### src/rtl/cpu_boot_sequencer.sv
// Host-side boot sequencer: loads the core's instruction and data memories,
// runs the core for a fixed number of cycles, then streams a data region back.
module cpu_boot_sequencer #(
    parameter int IMEM_ADDR_W = 9,
    parameter int DMEM_ADDR_W = 10,
    parameter int CNT_W       = 32
) (
    input  logic                   clk,
    input  logic                   arst_n,
    input  logic                   start,
    input  logic [IMEM_ADDR_W:0]   imem_words,
    input  logic [DMEM_ADDR_W:0]   dmem_words,
    input  logic [CNT_W-1:0]       run_cycles,
    input  logic [DMEM_ADDR_W:0]   dump_words,
    input  logic                   in_valid,
    output logic                   in_ready,
    input  logic [63:0]            in_data,
    output logic                   out_valid,
    input  logic                   out_ready,
    output logic [63:0]            out_data,
    output logic                   cpu_enable,
    output logic [63:0]            addr_ext,
    output logic                   wen_ext,
    output logic                   ren_ext,
    output logic [31:0]            wdata_ext,
    output logic [63:0]            addr_ext_2,
    output logic                   wen_ext_2,
    output logic                   ren_ext_2,
    output logic [63:0]            wdata_ext_2,
    input  logic [63:0]            rdata_ext_2,
    output logic                   busy,
    output logic                   done
);

    // One word counter serves both memories, so it is sized for the wider one.
    localparam int CW = ((IMEM_ADDR_W > DMEM_ADDR_W) ? IMEM_ADDR_W : DMEM_ADDR_W) + 1;

    localparam logic [2:0] IDLE     = 3'd0;
    localparam logic [2:0] LD_I     = 3'd1;
    localparam logic [2:0] LD_D     = 3'd2;
    localparam logic [2:0] RUN      = 3'd3;
    localparam logic [2:0] DUMP_RD  = 3'd4;
    localparam logic [2:0] DUMP_WT  = 3'd5;
    localparam logic [2:0] DUMP_OUT = 3'd6;

    logic [2:0]       state, state_d;
    logic [CW-1:0]    count, count_d;
    logic [CW-1:0]    imem_lim, dmem_lim, dump_lim;
    logic [CNT_W-1:0] run_lim;
    logic [CNT_W-1:0] cyc_cnt, cyc_cnt_d;

    // NOTE: state updates use non-blocking assignments so every register in
    // this block samples the pre-edge values, independent of statement order.
    always_ff @(posedge clk or negedge arst_n) begin
        if (!arst_n) begin
            state    <= IDLE;
            count    <= '0;
            cyc_cnt  <= '0;
            imem_lim <= '0;
            dmem_lim <= '0;
            dump_lim <= '0;
            run_lim  <= '0;
            out_data <= '0;
        end else begin
            state   <= state_d;
            count   <= count_d;
            cyc_cnt <= cyc_cnt_d;
            if (state == IDLE && start) begin
                imem_lim <= CW'(imem_words);
                dmem_lim <= CW'(dmem_words);
                dump_lim <= CW'(dump_words);
                run_lim  <= run_cycles;
            end
            if (state == DUMP_WT) begin
                out_data <= rdata_ext_2;
            end
        end
    end

    // All strobes are decoded from the registered state, so an asynchronous
    // reset drops every one of them in the same cycle it is asserted.
    // NOTE: every output and next-state signal gets a default first, so no
    // path through the case statement can infer a latch.
    always_comb begin
        state_d     = state;
        count_d     = count;
        cyc_cnt_d   = cyc_cnt;
        in_ready    = 1'b0;
        out_valid   = 1'b0;
        cpu_enable  = 1'b0;
        addr_ext    = '0;
        wen_ext     = 1'b0;
        wdata_ext   = '0;
        addr_ext_2  = '0;
        wen_ext_2   = 1'b0;
        ren_ext_2   = 1'b0;
        wdata_ext_2 = '0;
        done        = 1'b0;

        case (state)
            IDLE: begin
                if (start) begin
                    count_d = '0;
                    state_d = LD_I;
                end
            end

            LD_I: begin
                if (count < imem_lim) begin
                    in_ready = 1'b1;
                    if (in_valid) begin
                        wen_ext   = 1'b1;
                        addr_ext  = 64'({count, 2'b00});
                        wdata_ext = in_data[31:0];
                        count_d   = count + CW'(1);
                    end
                end else begin
                    count_d = '0;
                    state_d = LD_D;
                end
            end

            LD_D: begin
                if (count < dmem_lim) begin
                    in_ready = 1'b1;
                    if (in_valid) begin
                        wen_ext_2   = 1'b1;
                        addr_ext_2  = 64'({count, 3'b000});
                        wdata_ext_2 = in_data;
                        count_d     = count + CW'(1);
                    end
                end else begin
                    count_d   = '0;
                    cyc_cnt_d = run_lim;
                    state_d   = RUN;
                end
            end

            // The extra cycle with the counter at zero keeps the enable
            // pulse exactly run_cycles long, including the zero case.
            RUN: begin
                if (cyc_cnt != '0) begin
                    cpu_enable = 1'b1;
                    cyc_cnt_d  = cyc_cnt - CNT_W'(1);
                end else begin
                    state_d = DUMP_RD;
                end
            end

            DUMP_RD: begin
                if (count < dump_lim) begin
                    ren_ext_2  = 1'b1;
                    addr_ext_2 = 64'({count, 3'b000});
                    state_d    = DUMP_WT;
                end else begin
                    done    = 1'b1;
                    state_d = IDLE;
                end
            end

            DUMP_WT: begin
                state_d = DUMP_OUT;
            end

            DUMP_OUT: begin
                out_valid = 1'b1;
                if (out_ready) begin
                    count_d = count + CW'(1);
                    state_d = DUMP_RD;
                end
            end

            default: begin
                state_d = IDLE;
            end
        endcase
    end

    assign ren_ext = 1'b0;
    assign busy    = (state != IDLE);

endmodule

### config.mk
export PLATFORM = sky130hd
export DESIGN_NAME = cpu_boot_sequencer
export DESIGN_NICKNAME = d
export VERILOG_FILES = /design/src/rtl/cpu_boot_sequencer.sv
export SDC_FILE = /design/constraint.sdc
export NUM_CORES = 1
export LEC_CHECK = 0
export CAP_MARGIN = 15
export CORE_AREA = 2 2 195 197
export CTS_CLUSTER_SIZE = 40
export DETAILED_ROUTE_END_ITERATION = 6
export DIE_AREA = 0 0 197 199
export PLACE_DENSITY_LB_ADDON = 0.12
export SLEW_MARGIN = 20
export SYNTH_ARGS = -nofsm -noshare
export SYNTH_HDL_FRONTEND = slang
export SYNTH_SLANG_ARGS = --single-unit
### constraint.sdc
create_clock -name clk -period 7.4 [get_ports clk]
set_input_delay 1.85 -clock clk [delete_from_list [all_inputs] [get_ports clk]]
set_output_delay 1.85 -clock clk [all_outputs]
set_load 0.02 [all_outputs]
==> results.md, run 1 <==
* Data required, critical path at 5.55 ns
* Area contributors post-synth: dfrtp_1 43%, mux2_2 11%, buf_4 7.9%
* Synth Flop Type: dfrtp_1
* Initial antenna violation count at 5
* Maximum vdd ir drop at 0.173 mV
* Reg-to-Reg Start: count[2]
* Peak Freq at 0.170 GHz
* Slew at the pin closest to its max-slew limit at 0.926 ns
* Post_cts resized at 0
* Power density cells at 366 nW/um^2
* Final Max Tran Viols at 0
* Synthesized cell area at 10200 sq um
* Clk root buf: clkbuf_16
* CORE AREA at 37100 sq um
* Synth top area share at 42.5%
* H-tree lvl count at 4
* Syn Area/Cell at 9.77 sq um
* Drt total wl at 39300 um
* Crit path max fanout at 66
* TritonCTS clock tree: yes
* Setup crit end kind: output pin
* Layout area overhead at 44.6%
* Layout cell share with drive strength beyond 1 at 11.8%
* Final total power at 5.42 mW
* I/O Pins at 494
* Routability Congestion at 0.805
* Post-route DRC violation count at 0
* Vias in the first global route at 8578
* Post-CTS Setup Bufs at 0
* Outcome: complete, no violations
* Slowest stage delay, CP at 0.61 ns
* Setup crit start: in_valid
* Clock transition at path regs at 0.07 ns
* Initial core utilization at 27.6%
* CP dominant cell by count: buf_4
* Post-synth top area cell: dfrtp_1
* Leakage at 6.22 nW
* Rel. slew slack at 38.3%
* Vias at 8844
* Setup slack, reg-to-reg at 4.02 ns
* Vias per cell at 4.67
* Grt ovf at 0
* Site row count at 71
* Post-synth EDFFs at 0
* Gr usage total at 19.6%
* DRT iter0 DRCs at 373
* CTS Buf Count at 17
* Antenna viol nets, final at 0
* Slowest cell on the critical path: clkdlybuf4s50_1
* Endpoints failing hold at 0
* Unrepaired setup endpoints after global routing: no
* Fin nets at 1630
* Die W at 197 um
* Worst-Skew Late Latency at 0.45 ns
* Fin crit share at 79.5%
* Pin count of the biggest net entering global routing at 150
* Avg WL per Cell at 20.7 um
* Clock Sinks at 174
* R2r worst-path depth at 8
* 1st-pass router iterations at 5
* I/O Buffers at 385
* CP startpoint kind: input port
* Finish-stage setup viols at 0
* WP data arrival at 4.04 ns
* Worst Skew at 0.0131 ns
* Min Tclk post-route at 5.89 ns
* MaxCap Viol Count at 0
* Die area at 39200 sq um
* Post-synthesis instance total at 1048
* Netlist cell types at 60
* Sequential fraction of the synthesis area at 42.5%
* Critical path endpoint: wdata_ext_2[8]
* Worst hold path type: reg2reg
* R2R Path End: cyc_cnt[19]
* Cts-stage hold buffer count at 0
* Most frequent cells in the layout: 383 x clkdlybuf4s50_1, 174 x dfrtp_1, 108 x conb_1
* Die Ht at 199 um
* CTS Buffer Depth at 2
* WS Path Type: in2out
* Commonest non-fill, non-tap cell in the layout: clkdlybuf4s50_1
* Sum Neg Setup Slack at 0 ns
* First-pass GRT wire length at 56400 um
* Syn. warnings at 0
* CP cell instances: buf_2 > buf_4 > and4_2 > buf_4 > and2_1 > clkdlybuf4s50_1
* Final HPWL DP at 29900 um
* Seq cells post-synth at 174
* Synth async-reset ratio at 100%
-- routing by layer --
layer / up-vias / track usage (%) / wire, um
met1: 4311 / 26.5 / 17400
li1: 4188 / - / -
met2: 307 / 31.8 / 18900
met5: - / 0 / 43
met3: 32 / 4.82 / 2450
met4: 6 / 4.43 / 508
-- worst max-delay path, delay by kind of cell --
family        cells  cell delay, ns
buf+inv           4            1.54
simple gates      2            0.55
-- layout make-up --
type,instances,area [sq um]
inverters,46,173
diodes,9,22.5
flip-flops and latches,174,4350
well taps,474,593
fillers,3717,22300
clock inverters,11,191
clock buffers,19,443
repair buffers,398,3960
multi-input cells,763,5070
-- cell families (layout without fill, tap and decap cells) --
family	after synthesis	in the layout	synth area share (%)
AO/OA/AOI/OAI	187	187	12.0
XOR/XNOR	3	3	0.257
multiplexers	100	100	11.0
flip-flops	174	174	42.5
other	1	117	0.0366
adder cells (fa/ha/maj)	33	33	4.03
AND/OR/NAND/NOR	332	332	17.8
buffers and inverters	218	474	12.3
-- Yosys cell counts, types with 5 or more instances --
master and n:
nand3_1 30, mux2_2 100, a21oi_1 38, nand4_1 10, buf_4 108, or4_1 7
or3_1 11, or2_2 5, o2bb2ai_1 22, and3_1 47, a31oi_1 7, nor2_1 31
nand2_1 65, nor2b_1 6, inv_1 46, o31ai_1 9, ha_1 33, nor4_1 8
nand2b_1 5, a22oi_1 8, a221oi_1 5, o211ai_1 5, nor3_1 15, and2_1 77
dfrtp_1 174, o22ai_1 10, clkbuf_1 51, o21ai_0 49, buf_2 6
-- worst min path at each step --
stage                 startpoint            to  cells past startpoint
global placement     imem_lim[0]   imem_lim[0]                      1
global route         out_data[0]   out_data[0]                      1
floorplan            cyc_cnt[26]   cyc_cnt[26]                      1
CTS                 out_data[34]  out_data[34]                      1
finish               imem_lim[0]   imem_lim[0]                      1
detailed placement  out_data[19]  out_data[19]                      1
-- where the power goes --
group / switching (mW) / internal [mW]
Sequential: 0.328 / 1.41
Clock: 0.396 / 0.604
Combinational: 1.43 / 1.25
Total: 2.15 / 3.26
-- flip-flops by register name, indices dropped and copies added (netlist names) --
register  count
cyc_cnt      32
out_data     64
state         3
count        11
dump_lim     11
imem_lim     10
run_lim      32
dmem_lim     11
-- through the flow --
| stage | utilization [%] | setup WS (ns) | cells | cell area, sq um | hold slack, ns |
|---|---|---|---|---|---|
| 3_5_place_dp | 38.1 | 1.52 | 1855 | 14100 | 0.492 |
| 4_1_cts | 39.8 | 1.51 | 1885 | 14800 | 0.506 |
| 2_1_floorplan | - | 2.57 | 1155 | 10600 | 0.463 |
| 5_1_grt | 39.8 | 1.35 | 1885 | 14800 | 0.520 |
| 6_report | 39.9 | 1.51 | 1894 | 14800 | 0.504 |
| 3_3_place_gp | 38.1 | 1.59 | 1855 | 14100 | 0.483 |
No activity file was read; power rests on OpenSTA's default activity.
==> inputs of run 2 (changes only) <==
- CORE_AREA: 2 2 195 197 -> 2 2 194 196
- DIE_AREA: 0 0 197 199 -> 0 0 196 198
- clock period: 7.4 -> 5.4 ns (I/O delays scaled with it)
==> results.md, run 2 (synthesis results as in run 1) <==
* Non-Filler Instances at 1900 (+0.32%)
* Area after DPL at 14200 sq um (+0.12%)
* Worst Skew at 0.0114 ns (-0.00176 ns)
* Post_cts resized at 0 (unchanged)
* Post-CTS Setup Bufs at 0 (unchanged)
* Site row count at 71 (unchanged)
* Grt ovf at 0 (unchanged)
* Gr usage total at 20.4% (+0.74 points)
* Final HPWL DP at 30500 um (+2.1%)
* Maximum vdd ir drop at 0.218 mV (+26%)
* Worst-Skew Late Latency at 0.45 ns (about the same)
* Sum Neg Setup Slack at 0 ns (unchanged)
* 1st-pass router iterations at 5 (unchanged)
* Setup slack, reg-to-reg at 1.84 ns (-2.18 ns)
* Unrepaired setup endpoints after global routing: no
* WHS Endpoint: out_data[29]
* Finish-stage setup viols at 0 (unchanged)
* Post-Layout Inst Area at 14800 sq um (+0.25%)
* Layout cell share with drive strength beyond 1 at 12.2% (+0.37 points)
* Die W at 196 um (-0.51%)
* Slowest cell on the critical path: clkdlybuf4s50_1
* I/O Buffers at 385 (unchanged)
* Drt total wl at 40300 um (+2.6%)
* Worst slack at placement at 0.737 ns (-0.784 ns)
* H-tree lvl count at 4 (unchanged)
* Hold Path Origin: out_data[29]
* Crit path max fanout at 65 (-1.5%)
* Routability Congestion at 0.822 (+2.0%)
* Layout area overhead at 45.0%
* R2r worst-path depth at 7 (-1)
* Min Tclk post-route at 5.12 ns
* Top Registers: out_data (64), cyc_cnt (32), run_lim (32)
* First-pass GRT wire length at 58100 um (+3.0%)
* Final Max Tran Viols at 0 (unchanged)
* Clk root buf: clkbuf_16
* Die area at 38800 sq um (-1.0%)
* Sequential power share at 31.2% (-0.9 points)
* Util after Layout at 40.2% (+0.29 points)
* CORE AREA at 37000 sq um (-0.48%)
* Post-route DRC violation count at 0 (unchanged)
* WS Path Type: reg2out
* Largest register FFs at 64 (unchanged)
* Slew at the pin closest to its max-slew limit at 1.11 ns (+0.180 ns)
* Clock transition at path regs at 0.07 ns (about the same)
* CP Buf/Inv Count at 2 (-2)
* CTS Buf Count at 17 (unchanged)
* Cts-stage hold buffer count at 0 (unchanged)
* Initial core utilization at 27.7% (+0.13 points)
* Most frequent cells in the layout: 383 x clkdlybuf4s50_1, 174 x dfrtp_1, 108 x conb_1
* Peak Freq at 0.195 GHz
* Largest register by flop count: out_data
* Pin count of the biggest net entering global routing at 94 (-37%)
* Outcome: complete, no violations
* CP dominant cell by count: a21oi_1
* Filler cells at 3669 (-1.3%)
* NetSw at 3.04 mW (+41%)
* Commonest non-fill, non-tap cell in the layout: clkdlybuf4s50_1
* Fin nets at 1634 (+0.25%)
* CP top delay family: buffers and inverters
* TritonCTS clock tree: yes
* Initial antenna violation count at 12 (+7)
* DP Cell Count at 1859 (+0.22%)
* Comb pwr share at 49.9% (+0.4 points)
* Setup ws final at 0.276 ns (-1.24 ns)
* Reg-to-Reg Start: cyc_cnt[18]
* DRT iter0 DRCs at 434 (+16%)
* Vias per cell at 4.65 (-0.37%)
* Fin crit share at 94.9%
* I/O Pins at 494 (unchanged)
* Die Ht at 198 um (-0.50%)
* Vias at 8839 (-0.057%)
* Rel. slew slack at 26.0% (-12 points)
* MaxCap Viol Count at 0 (unchanged)
* Power density cells at 507 nW/um^2 (+39%)
* Vias in the first global route at 8751 (+2.0%)
* R2R Path End: cyc_cnt[4]
* Final total power at 7.52 mW (+39%)
* Worst hold path type: reg2reg
* Minimum hold slack at 0.505 ns (+0.000251 ns)
* Avg WL per Cell at 21.2 um (+2.2%)
* WP data arrival at 3.77 ns (-0.27 ns)
* Hold depth at 1 (unchanged)
* Clock Sinks at 174 (unchanged)
* Antenna viol nets, final at 0 (unchanged)
* CP cell instances: ha_1 > a21oi_1 > o2111ai_1 > a21oi_1 > and4_2 > buf_4 > and2_1 > clkdlybuf4s50_1
* Clk pwr share at 18.8% (+0.3 points)
* CP Depth at 8 (+2)
* Slowest stage delay, CP at 0.61 ns (about the same)
* Setup crit end kind: output pin
* CTS Buffer Depth at 2 (unchanged)
* Data required, critical path at 4.05 ns (-1.50 ns)
* Leakage at 6.25 nW (+0.50%)
* Switching Share at 40.4% (+0.60 points)
* Endpoints failing hold at 0 (unchanged)
* Internal at 4.49 mW (+38%)
* CP startpoint kind: register
## run 2: cell count changes in the layout (fill, tap and decap cells not counted)
cell / delta
nor2_2: -1
clkinvlp_4: -1
clkbuf_8: -1
buf_12: -1
nor2_1: +1
clkinv_2: -1
clkbuf_1: -1
inv_6: +5
buf_4: +5
clkinv_4: +1
## run 2: layout make-up
cell class,count,area [sq um],share of cell area (%)
multi-input cells,763,5070,34.1
flip-flops and latches,174,4350,29.3
repair buffers,402,3980,26.8
well taps,474,593,4.00
clock buffers,17,425,2.87
clock inverters,15,231,1.56
inverters,46,173,1.16
diodes,9,22.5,0.152
## run 2: worst max-delay path by stage
stage | to | startpoint | slack, ns
floorplan | wdata_ext_2[10] | in_valid | 1.57
global placement | in_ready | count[2] | 0.78
detailed placement | wdata_ext_2[26] | count[9] | 0.74
CTS | wdata_ext_2[51] | count[9] | 0.24
global route | wdata_ext_2[51] | count[6] | 0.06
finish | wdata_ext_2[51] | count[6] | 0.28
## run 2: power groups by stage
stage	clock network [mW]	registers, mW	logic [mW]
floorplan	0	2.55	2.05
global placement	0	2.36	3.75
detailed placement	0	2.37	3.78
CTS	1.46	2.36	3.80
global route	1.51	2.44	4.07
finish	1.42	2.35	3.76
## run 2: worst register-to-register path, stage by stage, from the launching register on
cell and delay (ns):
dfrtp_1 0.45, or4_4 0.54, or4_1 0.55, nor4_1 0.55, nand2_1 0.10, buf_4 0.26
nand2_1 0.75, o21ai_0 0.21
## run 2: layer usage
layer,up-vias,GRT usage [%],share of wire (%)
met5,-,0,0.092
met4,6,5.50,1.7
met3,35,4.09,5.6
met2,316,33.0,48
met1,4289,27.7,45
li1,4193,-,-
==> inputs of run 3 (changes only) <==
- GPL_TIMING_DRIVEN: unset -> 0
==> results.md, run 3 (synthesis results as in run 1) <==
* CP startpoint kind: input port
* Slew at the pin closest to its max-slew limit at 0.826 ns (-0.280 ns)
* Fin nets at 1791 (+9.6%)
* Commonest non-fill, non-tap cell in the layout: clkdlybuf4s50_1
* WP data arrival at 3.87 ns (+0.10 ns)
* Slowest stage delay, CP at 0.65 ns (+0.04 ns)
* TritonCTS clock tree: yes
* CTS Buf Count at 17 (unchanged)
* Post-route DRC violation count at 0 (unchanged)
* Filler cells at 3663 (-0.16%)
* DRT iter0 DRCs at 419 (-3.5%)
* M3 GR Usage at 7.90% (+3.8 points)
* Final HPWL DP at 33300 um (+9.3%)
* Unrepaired setup endpoints after global routing: no
* Pin count of the biggest net entering global routing at 89 (-5.3%)
* Crit path max fanout at 10 (-85%)
* Slowest cell on the critical path: clkdlybuf4s50_1
* I/O Buffers at 385 (unchanged)
* Outcome: complete, no violations
* Die W at 196 um (unchanged)
* Site row count at 71 (unchanged)
* Grt ovf at 0 (unchanged)
* 1st-pass router iterations at 5 (unchanged)
* Layout cell share with drive strength beyond 1 at 17.7% (+5.5 points)
* H-tree lvl count at 4 (unchanged)
* Vias at 9385 (+6.2%)
* Post-CTS Setup Bufs at 0 (unchanged)
* CP Buf/Inv Count at 5 (+3)
* Final total power at 7.61 mW (+1.2%)
* Min Tclk post-route at 5.22 ns (+0.0919 ns)
* Vias in the first global route at 8980 (+2.6%)
* CP dominant cell by count: clkbuf_2
* Rel. slew slack at 44.9% (+19 points)
* Worst hold path type: reg2reg
* Data required, critical path at 4.05 ns (about the same)
* Met1 usage at 26.8% (-0.92 points)
* GR peak layer: met2
* NetSw at 3.12 mW (+2.6%)
* Gr usage total at 21.3% (+0.93 points)
* Die area at 38800 sq um (unchanged)
* Largest register by flop count: out_data
* First-pass GRT wire length at 60800 um (+4.7%)
* CORE AREA at 37000 sq um (unchanged)
* Reg-to-Reg Start: cyc_cnt[18]
* Multi-input combinational cell area at 5030 sq um (-0.72%)
* Largest register FFs at 64 (unchanged)
* Internal at 4.50 mW (+0.18%)
* Most frequent cells in the layout: 375 x clkdlybuf4s50_1, 172 x dfrtp_1, 109 x buf_4
* Vias per cell at 4.58 (-1.5%)
* Comb pwr share at 51.7% (+1.8 points)
* Die Ht at 198 um (unchanged)
* Worst-Skew Late Latency at 0.45 ns (about the same)
* Minimum hold slack at 0.504 ns (-0.000390 ns)
* I/O Pins at 494 (unchanged)
* Met2 Use GR at 34.8% (+1.8 points)
* Worst Skew at 0.0154 ns (+0.00401 ns)
* Clk pwr share at 17.5% (-1.3 points)
* Endpoints failing hold at 0 (unchanged)
* CP top delay family: buffers and inverters
* MaxCap Viol Count at 0 (unchanged)
* Area after DPL at 15100 sq um (+6.8%)
* Finish-stage setup viols at 0 (unchanged)
* Layout area overhead at 54.2%
* Final Max Tran Viols at 0 (unchanged)
* Drt total wl at 42200 um (+4.8%)
* Setup crit start: in_valid
* Avg WL per Cell at 20.6 um (-2.8%)
* Initial antenna violation count at 5 (-7)
* Peak Freq at 0.192 GHz (-1.8%)
* Initial core utilization at 27.7% (unchanged)
* CP cell instances: clkdlybuf4s50_1 > clkbuf_2 > and4_1 > clkbuf_2 > clkbuf_2 > and2_1 > clkdlybuf4s50_1
* Maximum vdd ir drop at 0.318 mV (+46%)
* Clock Sinks at 174 (unchanged)
* Clock transition at path regs at 0.08 ns (about the same)
* Hold Path Origin: dmem_lim[0]
* WS Path Type: in2out
* Post-Layout Inst Area at 15800 sq um (+6.3%)
* Clk root buf: clkbuf_16
* Setup crit end kind: output pin
* Antenna viol nets, final at 0 (unchanged)
* Switching Share at 40.9% (+0.58 points)
* Power density cells at 482 nW/um^2 (-4.9%)
* Top Registers: out_data (64), cyc_cnt (32), run_lim (32)
* Leakage at 7.03 nW (+12%)
* CTS Buffer Depth at 2 (unchanged)
* Sequential power share at 30.8% (-0.4 points)
* Register Area at 4360 sq um (about the same)
* Routability Congestion at 0.837 (+1.9%)
* Fin crit share at 96.6% (+1.7 points)
run 3: cell types whose count changed in the layout (fill, tap and decap cells not counted), moves of 3 or more:
cell / delta
buf_4: +92
clkbuf_1: +45
dlymetal6s2s_1: +9
clkdlybuf4s50_1: -8
diode_2: -8
clkbuf_2: +6
buf_2: +5
buf_1: +3
clkbuf_8: +3
run 3: final timing paths:
kind,endpoint,slack [ns],cells past startpoint
setup / recovery,wdata_ext_2[9],0.18,7
hold / removal,dmem_lim[0],0.50,1
setup reg to reg,cyc_cnt[0],2.25,7
hold reg to reg,dmem_lim[0],0.50,1
max in group asynchronous,out_data[62],3.57,2
min in group asynchronous,dump_lim[2],0.91,1
run 3: what timing repair did:
| item | 4_1_cts | 5_1_grt |
|---|---|---|
| hold endpoints to repair | 0 | 0 |
| endpoints found under the setup margin | 60 | 25 |
| gates resized for setup | 3 | 19 |
| hold buffers | 0 | 0 |
run 3: cell type report:
cell class                      count  area share (%)
Antenna cell                        1          0.0159
Buffer                            172            6.96
Clock buffer                       19            2.87
Clock inverter                     12            1.01
Inverter                           46            1.09
Multi-Input combinational cell    763            31.9
Sequential cell                   174            27.6
Tap cell                          474            3.76
Timing Repair Buffer              387            24.8
run 3: power by group through the flow:
stage	Sequential (mW)	Clock (mW)	Combinational, mW
finish	2.34	1.34	3.94
global route	2.42	1.43	4.28
CTS	2.34	1.37	3.97
detailed placement	2.36	0	3.95
global placement	2.36	0	3.92
floorplan	2.55	0	2.05
run 3: per-stage QoR:
stage / setup TNS, ns / cells / setup WS (ns) / utilization [%]
detailed placement: -8.13 / 2016 / -0.294 / 40.9
finish: 0 / 2048 / 0.184 / 42.7
global route: 0 / 2048 / 0.0354 / 42.7
CTS: 0 / 2047 / 0.0245 / 42.6
global placement: -884.23 / 2014 / -5.09 / 40.8
floorplan: 0 / 1155 / 1.57 / -
run 3: layer usage:
layer	up-vias	part of all wire, %
met3	38	9.0
li1	4497	-
met1	4476	42
met4	4	1.4
met2	370	48
met5	-	0.059
